### src/rtl/issue_wb_arbiter.sv
// Shares the issue-stage writeback wake-up bus between the ALU, MUL, MEM and BRU pipes:
// per-pipe result FIFOs feed a round-robin arbiter that drives a registered writeback bus.
module issue_wb_arbiter #(
  parameter int unsigned BUF_DEPTH = 2
) (
  input  logic         clk,
  input  logic         resetn,
  input  logic         snoop_hit,
  input  logic [3:0]   src_valid,
  output logic [3:0]   src_ready,
  input  logic [15:0]  src_dst_rob,
  input  logic [127:0] src_value,
  input  logic [3:0]   src_lsmiss,
  output logic         wb_en,
  output logic [3:0]   wb_dst_rob,
  output logic [31:0]  wb_value,
  output logic         wb_lsmiss,
  output logic [3:0]   wb_grant,
  output logic         busy
);

  localparam int unsigned PtrW = $clog2(BUF_DEPTH);
  localparam int unsigned CntW = $clog2(BUF_DEPTH + 1);
  localparam logic [CntW-1:0] CntFull = CntW'(BUF_DEPTH);

  typedef struct packed {
    logic [3:0]  rob;
    logic [31:0] value;
    logic        lsmiss;
  } entry_t;

  entry_t          mem_q    [4][BUF_DEPTH];
  logic [PtrW-1:0] rd_ptr_q [4];
  logic [PtrW-1:0] rd_ptr_d [4];
  logic [PtrW-1:0] wr_ptr_q [4];
  logic [PtrW-1:0] wr_ptr_d [4];
  logic [CntW-1:0] cnt_q    [4];
  logic [CntW-1:0] cnt_d    [4];
  logic [1:0]      rr_ptr_q;
  logic [1:0]      rr_ptr_d;

  logic [3:0] nonempty;
  logic [3:0] push;
  logic [3:0] pop;
  logic       grant_any;
  logic [1:0] grant_idx;
  entry_t     pop_entry;

  // Ready comes from the registered count only, so a full FIFO stays not-ready while popped.
  always_comb begin
    for (int i = 0; i < 4; i++) begin
      nonempty[i]  = (cnt_q[i] != '0);
      src_ready[i] = (cnt_q[i] != CntFull);
      push[i]      = src_valid[i] & src_ready[i] & ~snoop_hit;
    end
  end

  always_comb begin : arb
    logic [1:0] idx;
    idx       = '0;
    grant_any = 1'b0;
    grant_idx = rr_ptr_q;
    for (int j = 0; j < 4; j++) begin
      idx = rr_ptr_q + 2'(j);
      if (!grant_any && nonempty[idx]) begin
        grant_any = 1'b1;
        grant_idx = idx;
      end
    end
    for (int i = 0; i < 4; i++) begin
      pop[i] = grant_any & (grant_idx == 2'(i)) & ~snoop_hit;
    end
    pop_entry = mem_q[grant_idx][rd_ptr_q[grant_idx]];
  end

  always_comb begin
    for (int i = 0; i < 4; i++) begin
      rd_ptr_d[i] = rd_ptr_q[i];
      wr_ptr_d[i] = wr_ptr_q[i];
      cnt_d[i]    = cnt_q[i];
      if (snoop_hit) begin
        rd_ptr_d[i] = '0;
        wr_ptr_d[i] = '0;
        cnt_d[i]    = '0;
      end else begin
        if (push[i]) wr_ptr_d[i] = wr_ptr_q[i] + PtrW'(1);
        if (pop[i])  rd_ptr_d[i] = rd_ptr_q[i] + PtrW'(1);
        if (push[i] && !pop[i])      cnt_d[i] = cnt_q[i] + CntW'(1);
        else if (!push[i] && pop[i]) cnt_d[i] = cnt_q[i] - CntW'(1);
      end
    end
    if (snoop_hit)      rr_ptr_d = '0;
    else if (grant_any) rr_ptr_d = grant_idx + 2'd1;
    else                rr_ptr_d = rr_ptr_q;
  end

  always_ff @(posedge clk or negedge resetn) begin
    if (!resetn) begin
      for (int i = 0; i < 4; i++) begin
        rd_ptr_q[i] <= '0;
        wr_ptr_q[i] <= '0;
        cnt_q[i]    <= '0;
      end
      rr_ptr_q   <= '0;
      wb_en      <= 1'b0;
      wb_dst_rob <= '0;
      wb_value   <= '0;
      wb_lsmiss  <= 1'b0;
      wb_grant   <= '0;
    end else begin
      for (int i = 0; i < 4; i++) begin
        rd_ptr_q[i] <= rd_ptr_d[i];
        wr_ptr_q[i] <= wr_ptr_d[i];
        cnt_q[i]    <= cnt_d[i];
      end
      rr_ptr_q <= rr_ptr_d;
      if (grant_any && !snoop_hit) begin
        wb_en      <= 1'b1;
        wb_dst_rob <= pop_entry.rob;
        wb_value   <= pop_entry.value;
        wb_lsmiss  <= pop_entry.lsmiss;
        wb_grant   <= 4'b0001 << grant_idx;
      end else begin
        wb_en    <= 1'b0;
        wb_grant <= '0;
      end
    end
  end

  // Payload storage needs no reset: counts gate every read.
  always_ff @(posedge clk) begin
    for (int i = 0; i < 4; i++) begin
      if (push[i]) begin
        mem_q[i][wr_ptr_q[i]] <= {src_dst_rob[4*i +: 4], src_value[32*i +: 32], src_lsmiss[i]};
      end
    end
  end

  assign busy = (|nonempty) | wb_en;

endmodule

### config.mk
export PLATFORM = sky130hd
export DESIGN_NAME = issue_wb_arbiter
export DESIGN_NICKNAME = d
export VERILOG_FILES = /design/src/rtl/issue_wb_arbiter.sv
export SDC_FILE = /design/constraint.sdc
export NUM_CORES = 1
export LEC_CHECK = 0
export BUFFER_PORTS_ARGS = -buffer_cell sky130_fd_sc_hd__buf_2
export CAP_MARGIN = 5
export CORE_ASPECT_RATIO = 0.75
export CORE_MARGIN = 4
export CORE_UTILIZATION = 50
export CTS_CLUSTER_DIAMETER = 80
export DETAILED_ROUTE_END_ITERATION = 10
export PLACE_DENSITY_LB_ADDON = 0.2
export REMOVE_ABC_BUFFERS = 1
export SLEW_MARGIN = 20
export SYNTH_ARGS = -nofsm -noshare
export SYNTH_HDL_FRONTEND = slang
export SYNTH_SLANG_ARGS = --single-unit
### constraint.sdc
create_clock -name clk -period 3.69 [get_ports clk]
set_input_delay 0.369 -clock clk [delete_from_list [all_inputs] [get_ports clk]]
set_output_delay 0.369 -clock clk [all_outputs]
set_load 0.005 [all_outputs]
==> flow_metrics.py, run 1 <==
metrics = {
    "outcome": {
        "status": "completed",
    },
    "timing": {
        "slew_headroom_pct": 36.8,
        "finalSetupViolations": 0,
        "hold_viol": 0,
        "fin_crit_sh_pct": 84.2,
        "layout_setup_ws_ps": 583,
        "fin_skew_ps": 17.1,
        "finalSetupTns_ps": 0,
        "rsz0062_at_grt": "false",
        "drv_slew": 0,
        "worstMarginPinSlew_ps": 948,
        "max_freq_mhz": 322,
        "period_needed_ps": 3110,
    },
    "yosys": {
        "synth_flop_cell": "edfxtp_1",
        "synthTopCellsByArea": "edfxtp_1 64%, dfrtp_1 11%, mux4_2 8.3%, mux4_1 4.6%, mux2i_1 2.7%",
        "synth_area_um2": 13800,
        "synthDistinctLibCells": 38,
        "synth.ff_latch_count": 356,
        "synth_edf_count": 296,
        "yosysWarnings": 0,
        "synthTopCellsByCount": "296 x edfxtp_1, 62 x nor2_1, 60 x dfrtp_1, 51 x mux4_2, 39 x a21oi_1",
        "synth_most_common_cell": "edfxtp_1",
        "avgSynthCellArea_um2": 20.1,
        "synth_seq_area_share_pct": 75.2,
        "synth.largest_area_cell": "edfxtp_1",
        "synthCells": 689,
        "yosys.area.top_type_share_pct": 64.3,
        "ys_async_sr_fraction_pct": 16.9,
    },
    "drt": {
        "drt_first_pass_iters": 4,
        "via_per_inst": 5.74,
        "ant_nets": 0,
        "vias": 7448,
        "first_iter_violations": 549,
        "wl_per_cell_um": 25.0,
        "drc": 0,
        "routed_wl_mm": 32.4,
    },
    "floorplanning": {
        "core-area_um2": 27100,
        "die_w_um": 200,
        "die_h_um": 152,
        "row_count": 52,
        "start_util_pct": 51.0,
        "io_pins": 202,
        "dieArea_um2": 30400,
    },
    "clock_tree": {
        "clock_path_buffers": 3,
        "hold_buffers": 0,
        "cts_setup_buffers": 0,
        "htreeDepth": 2,
        "cts-root-buf": "clkbuf_16",
        "clkLatencyLatePin_ps": 520,
        "cts_tree": "built",
        "path_clk_slew_ps": 60,
        "cts.sinks": 356,
        "cts_resized": 0,
        "cts_made_buffers": 37,
    },
    "place": {
        "io_buffers": 201,
        "gp_congestion": 0.854,
        "hpwl_mm": 20.5,
        "place_ws_ps": 588,
    },
    "setup_path": {
        "path_max_fanout": 23,
        "worst-setup-path-type": "flop to flop",
        "crit_required_ps": 4050,
        "endpoint_kind": "flop",
        "arrival_ps": 3470,
        "cp-start-kind": "flop",
    },
    "global_route": {
        "grt_overflow_total": 0,
        "track_usage_pct": 21.3,
        "grt_max_degree": 61,
        "grt_pass1_wl_mm": 48.1,
        "antenna_found_initial": 11,
        "grt_pass1_vias": 7932,
    },
    "power_and_ir_drop": {
        "powerDensity_nw_per_um2": 880,
        "p_total_uw": 14500,
        "p_leak_uw": 0.00600,
        "vdd_drop_max_uv": 691,
    },
    "final_layout": {
        "nets": 1068,
        "area_delta_synth_final_pct": 19.4,
        "drive_above_1_share_pct": 36.4,
        "fin_util_pct": 60.9,
    },
    "worst_hold_path": {
        "hold_path_class": "primary input to asynchronous set/reset pin",
    },
    "run": {
        "drv_cap": 0,
    },
}
-- stage by stage --
stage	hold WS (ps)	cell area, um^2	instances
floorplan	73.4	13600	650
global placement	504	15300	1225
detailed placement	517	15300	1225
CTS	7.06	16500	1291
global route	12.1	16500	1295
finish	5.01	16500	1297
-- cells by family (layout without fill, tap and decap cells) --
| logic type | after synthesis | after routing | synth area share, % |
|---|---|---|---|
| other | 0 | 6 | 0 |
| buffers and inverters | 39 | 290 | 1.61 |
| AND/OR/NAND/NOR | 97 | 97 | 3.24 |
| XOR/XNOR | 20 | 20 | 1.27 |
| AO/OA/AOI/OAI | 65 | 65 | 3.11 |
| flip-flops | 356 | 356 | 75.2 |
| multiplexers | 112 | 112 | 15.6 |
-- where the power goes --
group / internal (uW) / switching [uW] / total (uW) / leakage (uW)
Sequential: 5010 / 313 / 5320 / 0.00342
Clock: 2200 / 1460 / 3660 / 0.000591
Combinational: 2730 / 2800 / 5530 / 0.00199
-- worst paths after layout --
| check | start | to | slack, ps | cells after the start |
|---|---|---|---|---|
| max | cnt_q[6] | wb_value[24] | 580 | 7 |
| min | resetn | wb_value[6] | 5 | 1 |
| max reg2reg | cnt_q[6] | wb_value[24] | 580 | 7 |
| min reg2reg | wb_value[15] | wb_value[15] | 520 | 2 |
| max in group asynchronous | resetn | wb_dst_rob[1] | 3080 | 1 |
| min in group clk | src_value[81] | mem_q[2][55] | 30 | 1 |
-- layout by cell type (no fill, tap or decap), types with 4 or more instances in the layout --
cell / netlist / final
mux4_1: 24 / 24
nand3_1: 4 / 4
xor2_1: 14 / 14
buf_2: 7 / 200
xnor2_1: 6 / 6
clkbuf_16: 0 / 39
a211oi_1: 9 / 9
nand2_1: 7 / 7
nor3_2: 0 / 4
clkbuf_1: 21 / 9
diode_2: 0 / 6
clkinv_2: 0 / 6
edfxtp_1: 296 / 296
nor2_1: 62 / 61
o31ai_1: 4 / 4
clkinv_1: 0 / 5
mux2i_1: 37 / 37
mux4_2: 51 / 51
nor3b_2: 0 / 4
dfrtp_1: 60 / 60
buf_4: 1 / 24
nand2b_1: 5 / 5
a21oi_1: 39 / 39
-- critical path, cell delays in order, from the launching register on --
cell	delay [ps]
dfrtp_1	500
nor4_1	390
o32ai_1	200
a221oi_4	630
mux4_2	590
buf_4	310
mux2i_1	230
a21oi_1	90
-- area by class of cell --
class / instances / area, um^2
Sequential cell: 356 / 10400
Clock inverter: 15 / 148
Antenna cell: 6 / 15.0
Clock buffer: 51 / 1050
Timing Repair Buffer: 224 / 1180
Multi-Input combinational cell: 294 / 3270
Fill cell: 1991 / 10600
Tap cell: 351 / 439
-- metal layers --
layer	wire length [um]	global-route usage (%)
met1	13100	29.4
met2	15700	34.1
met3	2850	5.67
met4	651	5.59
met5	84	0
-- state kept, by name, indices dropped and copies added, names as in the netlist --
name        count
cnt_q           8
mem_q         296
rd_ptr_q        4
rr_ptr_q        2
wb_dst_rob      4
wb_en           1
wb_grant        4
wb_lsmiss       1
wb_value       32
wr_ptr_q        4
(Power assumes the default switching activity.)
==> inputs of run 2 (changes only) <==
- clock period: 3.69 -> 2.9 ns (I/O delays scaled with it)
==> flow_metrics.py, run 2 (synthesis gave the netlist of run 1 again) <==
metrics = {
    "setup_path": {
        "crit_path_start": "cnt_q[4]",
        "worst-setup-path-type": "flop to flop",
        "rr_endpoint": "wb_value[4]",
        "endpoint": "wb_value[4]",
        "cp-start-kind": "flop",
        "r2r-start": "cnt_q[4]",
        "arrival_ps": 3070,
        "ff2ff_path_depth": 7,
        "endpoint_kind": "flop",
        "crit_required_ps": 3280,
        "reg2reg_slack_ps": 200,
        "path_max_fanout": 24,
    },
    "floorplanning": {
        "row_count": 52,
        "dieArea_um2": 30400,
        "io_pins": 202,
        "start_util_pct": 51.0,
        "core-area_um2": 27100,
        "die_w_um": 200,
        "die_h_um": 152,
    },
    "drt": {
        "vias": 8081,
        "via_per_inst": 5.58,
        "drc": 0,
        "first_iter_violations": 454,
        "drt_first_pass_iters": 5,
        "ant_nets": 0,
        "wl_per_cell_um": 23.9,
        "routed_wl_mm": 34.6,
    },
    "final_layout": {
        "largest_reg_flops": 296,
        "final_cell_mix": "296 x edfxtp_1, 200 x buf_2, 149 x dlygate4sd3_1",
        "stdcell_count": 1448,
        "nets": 1223,
        "area_delta_synth_final_pct": 30.5,
        "drive_above_1_share_pct": 31.5,
        "final_common_cell": "edfxtp_1",
    },
    "timing": {
        "rsz0062_at_grt": "false",
        "period_needed_ps": 2700,
        "layout_setup_ws_ps": 205,
        "fin_crit_sh_pct": 92.9,
        "finalSetupViolations": 0,
        "slew_headroom_pct": 35.5,
        "fin_skew_ps": 12.9,
        "max_freq_mhz": 371,
        "worstMarginPinSlew_ps": 968,
        "drv_slew": 0,
        "hold_viol": 0,
    },
    "worst_hold_path": {
        "hold_path_class": "primary input to flop",
    },
    "place": {
        "gp_congestion": 0.821,
        "io_buffers": 201,
        "hpwl_mm": 21.1,
        "place_ws_ps": 136,
        "dp_cells": 1232,
    },
    "global_route": {
        "grt_max_degree": 61,
        "antenna_found_initial": 5,
        "grt_overflow_total": 0,
        "grt_pass1_vias": 8722,
        "track_usage_pct": 22.5,
        "grt_pass1_wl_mm": 51.5,
    },
    "power_and_ir_drop": {
        "clkPwrFrac_pct": 23.1,
        "switchingPower_uw": 6000,
        "powerDensity_nw_per_um2": 1050,
        "combPwrFrac_pct": 41.0,
        "p_seq_share_pct": 35.9,
        "p_leak_uw": 0.00664,
        "vdd_drop_max_uv": 570,
        "p_int_uw": 12900,
        "sw_frac_of_total_pct": 31.8,
    },
    "clock_tree": {
        "htreeDepth": 2,
        "cts-root-buf": "clkbuf_16",
        "cts.sinks": 356,
        "cts_tree": "built",
        "clkLatencyLatePin_ps": 520,
        "clock_path_buffers": 3,
        "cts_made_buffers": 36,
        "path_clk_slew_ps": 60,
    },
    "run": {
        "drv_cap": 0,
    },
    "outcome": {
        "status": "completed",
    },
}
-- run 2: cell count changes in the layout (fill, tap and decap cells not counted), moves of 2 or more --
| cell | previous run | this run |
|---|---|---|
| o32ai_1 | 2 | 0 |
| o32ai_2 | 0 | 2 |
| dlygate4sd3_1 | 0 | 149 |
| bufinv_16 | 3 | 1 |
| clkbuf_1 | 9 | 13 |
| clkbuf_16 | 39 | 37 |
| clkinv_2 | 6 | 3 |
| buf_12 | 0 | 7 |
-- run 2: power groups by stage --
stage	Combinational, uW	Clock (uW)	Sequential (uW)
2_1_floorplan	3790	0	6820
5_1_grt	8350	4690	6850
6_report	7750	4360	6780
3_5_place_dp	7600	0	6870
3_3_place_gp	7430	0	6820
4_1_cts	7780	4450	6770
-- run 2: repair_timing --
item | CTS | global route
setup buffers | 0 | 0
hold buffers | 149 | 0
resized for setup | 0 | 2
endpoints found under the setup margin | 0 | 27
endpoints found under the hold margin | 356 | 0
-- run 2: worst min-delay path by stage --
stage	slack, ps	end	from	cells past startpoint
6_report	230	cnt_q[7]	src_valid[0]	4
5_1_grt	230	cnt_q[7]	src_valid[0]	4
4_1_cts	200	cnt_q[7]	src_valid[0]	4
3_5_place_dp	480	mem_q[2][15]	src_value[78]	1
3_3_place_gp	480	mem_q[0][9]	src_value[8]	1
2_1_floorplan	-6	cnt_q[0]	resetn	0
-- run 2: layer usage --
| layer | vias to the layer above | global-route usage [%] | share of wire, % | wire [um] |
|---|---|---|---|---|
| li1 | 3555 | - | - | - |
| met1 | 4157 | 30.5 | 41 | 14300 |
| met2 | 320 | 37.0 | 50 | 17300 |
| met3 | 49 | 5.56 | 7.0 | 2430 |
| met4 | 0 | 5.98 | 1.8 | 607 |
| met5 | - | 0 | 0 | 0 |
-- run 2: through the flow --
step	setup TNS (ps)	power (uW)	hold WS (ps)	utilization (%)	cell area, um^2
floorplan	-428580	10600	-5.59	-	13600
global placement	0	14300	478	57.0	15400
detailed placement	0	14500	482	57.0	15400
CTS	0	19000	198	66.5	18000
global route	0	19900	225	66.6	18000
finish	0	18900	227	66.6	18000
-- run 2: worst max-delay path, cell delays in order, from the launching register on --
cell     delay (ps)
dfrtp_1         470
or4_4           580
a21oi_4         220
a221o_4         230
buf_12          240
mux4_1          580
mux2i_1         150
a21oi_1          80
-- run 2: area by class of cell --
class	instances	area, um^2
Timing Repair Buffer	380	2810
Antenna cell	5	12.5
Fill cell	1777	9040
Tap cell	351	439
Multi-Input combinational cell	294	3280
Clock buffer	54	1030
Clock inverter	8	60.1
Sequential cell	356	10400
